===== src/rtl/pwm_capture_pkg.sv =====
// Shared PWM definitions: capture FSM state encoding and default counter sizing.
package pwm_capture_pkg;

    typedef enum logic {
        ST_IDLE    = 1'b0,
        ST_MEASURE = 1'b1
    } state_t;

    localparam int DEF_CNT_W      = 10;
    localparam int DEF_MAX_PERIOD = 1023;

endpackage


===== src/rtl/pwm_capture_sync.sv =====
// Two-flop synchronizer for an asynchronous single-bit input.
module pwm_capture_sync (
    input  logic i_clk,
    input  logic i_rst,
    input  logic d,
    output logic q
);

    logic meta;

    always_ff @(posedge i_clk) begin
        if (i_rst) begin
            meta <= 1'b0;
            q    <= 1'b0;
        end else begin
            meta <= d;
            q    <= meta;
        end
    end

endmodule


===== src/rtl/pwm_capture.sv =====
// PWM period / high-time capture with timeout. Define PWM_CAPTURE_SYNC_EN to put a
// two-flop synchronizer in front of the edge detector (asynchronous i_pwm sources).
//
// state      | meaning
// -----------+-----------------------------------------------------------
// ST_IDLE    | no rising edge seen since reset; counters held at zero
// ST_MEASURE | counting a period from the last rise (or timeout restart)
module pwm_capture
    import pwm_capture_pkg::*;
#(
    parameter int CNT_W      = DEF_CNT_W,
    parameter int MAX_PERIOD = DEF_MAX_PERIOD
) (
    input  logic             i_clk,
    input  logic             i_rst,
    input  logic             i_pwm,
    output logic [CNT_W-1:0] o_high_count,
    output logic [CNT_W-1:0] o_period,
    output logic             o_valid,
    output logic             o_timeout,
    output logic             o_locked
);

    localparam logic [CNT_W-1:0] MAX_CNT = CNT_W'(MAX_PERIOD);
    localparam logic [CNT_W-1:0] ONE     = CNT_W'(1);

    state_t           state, state_next;
    logic             s, s_prev, rise, at_max;
    logic [CNT_W-1:0] period_cnt, high_cnt, s_ext;

`ifdef PWM_CAPTURE_SYNC_EN
    pwm_capture_sync u_sync (
        .i_clk (i_clk),
        .i_rst (i_rst),
        .d     (i_pwm),
        .q     (s)
    );
`else
    assign s = i_pwm;
`endif

    assign rise   = s & ~s_prev;
    assign at_max = (period_cnt == MAX_CNT);
    assign s_ext  = {{(CNT_W-1){1'b0}}, s};

    always_ff @(posedge i_clk) begin
        if (i_rst) state <= ST_IDLE;
        else       state <= state_next;
    end

    always_comb begin
        state_next = state;
        case (state)
            ST_IDLE:    if (rise) state_next = ST_MEASURE;
            ST_MEASURE: state_next = ST_MEASURE;
            default:    state_next = ST_IDLE;
        endcase
    end

    // period_cnt counts cycles since the window started, so a rise sees t1-t0 directly.
    always_ff @(posedge i_clk) begin
        if (i_rst) begin
            s_prev       <= 1'b0;
            period_cnt   <= '0;
            high_cnt     <= '0;
            o_period     <= '0;
            o_high_count <= '0;
            o_valid      <= 1'b0;
            o_timeout    <= 1'b0;
            o_locked     <= 1'b0;
        end else begin
            s_prev  <= s;
            o_valid <= 1'b0;
            case (state)
                ST_IDLE: begin
                    if (rise) begin
                        period_cnt <= ONE;
                        high_cnt   <= ONE;
                        o_locked   <= 1'b1;
                    end else begin
                        period_cnt <= '0;
                        high_cnt   <= '0;
                    end
                end
                ST_MEASURE: begin
                    // A rise landing on the timeout cycle wins: it is a real period.
                    if (rise || at_max) begin
                        o_period     <= period_cnt;
                        o_high_count <= high_cnt;
                        o_timeout    <= ~rise;
                        o_valid      <= 1'b1;
                        period_cnt   <= ONE;
                        high_cnt     <= s_ext;
                    end else begin
                        period_cnt <= period_cnt + ONE;
                        high_cnt   <= high_cnt + s_ext;
                    end
                end
                default: begin
                    period_cnt <= '0;
                    high_cnt   <= '0;
                end
            endcase
        end
    end

endmodule


===== config.mk =====
export PLATFORM = sky130hd
export DESIGN_NAME = pwm_capture
export DESIGN_NICKNAME = d
export VERILOG_FILES = /design/src/rtl/pwm_capture_pkg.sv /design/src/rtl/pwm_capture_sync.sv /design/src/rtl/pwm_capture.sv
export SDC_FILE = /design/constraint.sdc
export NUM_CORES = 1
export LEC_CHECK = 0
export ABC_CLOCK_PERIOD_IN_PS = 2200
export BUFFER_PORTS_ARGS = -buffer_cell sky130_fd_sc_hd__buf_2
export CAP_MARGIN = 0
export CORE_MARGIN = 5
export CORE_UTILIZATION = 55
export DETAILED_ROUTE_END_ITERATION = 8
export PLACE_DENSITY_LB_ADDON = 0.1
export SKIP_CTS_REPAIR_TIMING = 1
export SLEW_MARGIN = 20
export SYNTH_ARGS = -nofsm -noshare
export SYNTH_HDL_FRONTEND = slang
export SYNTH_SLANG_ARGS = --single-unit

===== constraint.sdc =====
create_clock -name i_clk -period 2.2 [get_ports i_clk]
set_input_delay 0.33 -clock i_clk [delete_from_list [all_inputs] [get_ports i_clk]]
set_output_delay 0.33 -clock i_clk [all_outputs]
set_load 0.05 [all_outputs]

* Word level (Yosys, flattened, before mapping)
Index checks and enable logic that the tools add are counted. Widths: inputs -> output; s select.
Cells by class: add/subtract/negate cells 2, eq/ne operators 1, multiplexer cells 8, bitwise operators 4, reductions and logical operators 4
Operator list (number):
- $pmux 10 s2 | 2
- $mux 10 | 2
- $add 10x1->10 | 1
- $add 10x1->10 const B | 1
- $eq 10x10->1 const B | 1
- $reduce_and 2->1 | 2
- $mux 1 | 3
- $not 1->1 | 3
- $pmux 1 s2 | 1
- $reduce_or 2->1 | 1
- $and 1x1->1 | 1
- $logic_or 1x1->1 | 1
Storage, ports and cells: flip-flop bits (word level) 45, input port bits 3, word-level logic and storage cells 28

* Depth between registers and ports, before layout
depth after elaboration 5, gate-level depth with buffers 7, depth with buffers taken out 5

* Worst setup path after synthesis
No wires, ideal clock.
path kind register to register, start register period_cnt[0], end register high_cnt[2], library setup time 62 ps, data arrival time 1593 ps, required time 2138 ps, slack 545 ps, cell stages (with the launch flop) 8, period minus slack after synthesis 1655 ps, cells stage by stage dfxtp_1 -> ha_1 -> nand3_2 -> nor3_4 -> or4_4 -> buf_6 -> buf_12 -> nor2_4
On the way: word-level cells in the longest chain between the ends 4
Ends and longest elaborated chain:
- start: declaration | RTL line pwm_capture.sv:29 | logic [CNT_W-1:0] period_cnt, high_cnt, s_ext;
- start signal: assignment | RTL line pwm_capture.sv:95 | period_cnt <= period_cnt + ONE;
- $eq 10x10->1 | RTL line pwm_capture.sv:43 | assign at_max = (period_cnt == MAX_CNT);
- $logic_or 1x1->1 | RTL line pwm_capture.sv:87 | if (rise || at_max) begin
- $mux 10 | RTL line pwm_capture.sv:87
- $pmux 10 s2 | RTL line pwm_capture.sv:74 | case (state)
- end signal: assignment | RTL line pwm_capture.sv:93 | high_cnt <= s_ext;
- end signal: assignment | RTL line pwm_capture.sv:96 | high_cnt <= high_cnt + s_ext;
- end: declaration | RTL line pwm_capture.sv:29
Every way passes these cells. A chain may end at the register's enable or synchronous reset.

* Worst setup path after layout
start register period_cnt[0], end register o_period[0]
On the way: word-level cells in the longest chain between the ends 3
Ends and longest elaborated chain:
- $eq 10x10->1 | RTL line pwm_capture.sv:43
- $logic_or 1x1->1 | RTL line pwm_capture.sv:87
- $reduce_and 2->1 (no line)
- end signal: assignment | RTL line pwm_capture.sv:88 | o_period <= period_cnt;
- end: declaration | RTL line pwm_capture.sv:18 | output logic [CNT_W-1:0] o_period,
Several ways; a longest one is shown, not always the timed one.

==> run metrics <==
status complete, no violations; Remaining DRCs 0; Worst Clk Skew 0.0104 ns; gate count after technology mapping 198; 1st-iter DRT viols 72; share of power burned in registers 64.4%; Detailed Place HPWL 2380 microns; Tcrit/Tclk final 83.0%; placed insts 262; antenna viol nets, final 0; WL final 3310 microns; Yosys reg bits 45; antenna violations before repair 0; top cell type by total area after synthesis dfxtp_1; multi-input gate area in the final layout 0.00101 sq mm; RSZ-0062 raised after global routing no; total leakage power 0.794 nW; setup TNS 0 ns; CTS Sinks 45; Yosys warning count 0; Max Fclk 548 MHz; row count 21; global-route wire length before repair 6090 microns; Fill cells 314; final worst slack 0.375 ns; Pwr Density 592 mW/mm^2; Core Area 0.00342 sq mm; non-filler cells, final 270; 1st-pass router iterations 4; post-route minimum period 1.83 ns; Crit. Startpoint period_cnt[0]$_SDFF_PP0_; DR vias/cell 5.11; setup slack, reg-to-reg 0.37 ns; DR vias 1379; CP Launch Type register; Final setup viols 0; Peak supply drop 353 uV; Critical Path Fanout Max 13; IO Port Bufs 25; Final Net Count 229; CTS buffer count 5; worst slack at placement 0.412 ns; most frequent cell after synthesis dfxtp_1; largest net degree at the start of global routing 48; H-tree Lvls 2; Total GRT Usage 15.3%; Die W 70.3 microns; total global routing overflow 0; CTS tree done; Post-Syn Area per Cell 10.1 sq um; Area Overhead vs Synth 9.39%; I/O Pins 26; smallest hold slack 0.242 ns; share of post-route cells with drive strength above 1 22.3%; clk slew on worst S/H paths 0.13 ns; Slew @ Worst Pin 0.361 ns; Setup Crit Path Kind register to register; Arr. time, crit path 2.11 ns; clock buffer depth 2; relative slew slack 76.0%; Setup crit end kind register; Sw Ratio 24.1%; diodes inserted 0; die height 70.3 microns; Fin. Hold Viols 0; Skew-Pair Late Insertion Delay 0.36 ns; post-synthesis async set-or-reset flop share 0%; post-synth top area share 45.1%; P_sw 0.312 mW; vias in the first global route 1428; Yosys cell types 33; top cells by area, synth dfxtp_1, nand2b_1, mux2i_1; Post-Synthesis Cell Area 0.00200 sq mm; Mapped Nets 204; Slew Viols, Final 0; number of synthesized flops with an enable pin 0; Hold Path Origin i_pwm; Die ar. 0.00494 sq mm; max-cap viol count 0; worst path required time 2.48 ns; Clk pwr share 28.7%; sequential share of the synthesized area 45.1%; Comb power frac 6.9%; DR WL/cell 12.2 microns; post-layout util 64.0%; Reg area 901 sq um; starting density of the core 58.5%; Synth top cells by count dfxtp_1, nand2b_1, mux2i_1; internal power 0.982 mW; ys flop type dfxtp_1; routability cong. 0.803; Root Driver clkbuf_4; Crit Reg-Reg Startpoint period_cnt[0]$_SDFF_PP0_; Hold WC Path Type input port to register
==> stage by stage <==
stage	power, mW	cell area [sq um]
global placement	0.941	2130
floorplan	0.929	2000
detailed placement	0.943	2130
CTS	1.32	2190
global route	1.36	2190
finish	1.29	2190
==> power groups by stage <==
stage | clock network, mW | logic (mW) | registers, mW
after floorplan | 0 | 0.0675 | 0.861
after global placement | 0 | 0.0905 | 0.850
after detailed placement | 0 | 0.0911 | 0.852
after CTS | 0.391 | 0.0915 | 0.833
after global routing | 0.426 | 0.0997 | 0.835
final | 0.371 | 0.0898 | 0.833
==> path summary, 6_finish.rpt <==
kind | to | depth (start not counted)
max | o_period[0]$_SDFFE_PP0P_ | 6
max reg2reg | o_period[0]$_SDFFE_PP0P_ | 6
min | s_prev$_SDFF_PP0_ | 2
min reg2reg | o_period[9]$_SDFFE_PP0P_ | 1
==> area by class of cell <==
| cell class | count | area share [%] |
|---|---|---|
| clock inverters | 2 | 0.458 |
| well taps | 46 | 2.63 |
| repair buffers | 29 | 7.10 |
| clock buffers | 6 | 1.89 |
| inverters | 4 | 0.687 |
| multi-input cells | 138 | 46.0 |
| flip-flops and latches | 45 | 41.2 |
==> placed cells by master, fill, tap and decap left out, drive strengths merged, types with 3 or more instances in the layout <==
| cell | n |
|---|---|
| buf | 29 |
| clkbuf | 6 |
| dfxtp | 45 |
| ha | 3 |
| inv | 4 |
| mux2i | 19 |
| nand2 | 6 |
| nand2b | 37 |
| nand3 | 6 |
| nand4 | 5 |
| nor2 | 24 |
| nor3 | 5 |
| xnor2 | 7 |
| xor2 | 9 |
==> state kept, by name (all words and copies together) (netlist names) <==
register / cells
high_cnt: 10
o_period: 10
o_locked: 1
o_timeout: 1
state: 1
period_cnt: 10
s_prev: 1
o_high_count: 10
o_valid: 1
==> worst max-delay path, stage by stage, from the launching register on <==
cell and delay, ns:
dfxtp_1 0.42, ha_1 0.23, nand3_2 0.15, nor3_4 0.31, o21a_1 0.19, buf_4 0.24, mux2i_1 0.22
==> layer usage <==
layer / share of wire (%) / up-vias / track usage [%] / wire length (microns)
met5: 0 / - / 0 / 0
met4: 1.7 / 0 / 7.66 / 57
met3: 5.2 / 6 / 3.73 / 172
met2: 47 / 28 / 25.6 / 1570
met1: 46 / 646 / 18.0 / 1510
li1: - / 699 / - / -
==> kinds of logic (layout without fill, tap and decap cells) <==
kind of cell / count (synthesis) / after routing / synth area share [%]
adder cells (fa/ha/maj): 3 / 3 / 1.88
AND/OR/NAND/NOR: 92 / 92 / 29.2
AO/OA/AOI/OAI: 8 / 8 / 2.76
flip-flops: 45 / 45 / 45.1
multiplexers: 19 / 19 / 9.52
XOR/XNOR: 16 / 16 / 7.01
buffers and inverters: 15 / 41 / 4.57
(Power assumes the default switching activity.)
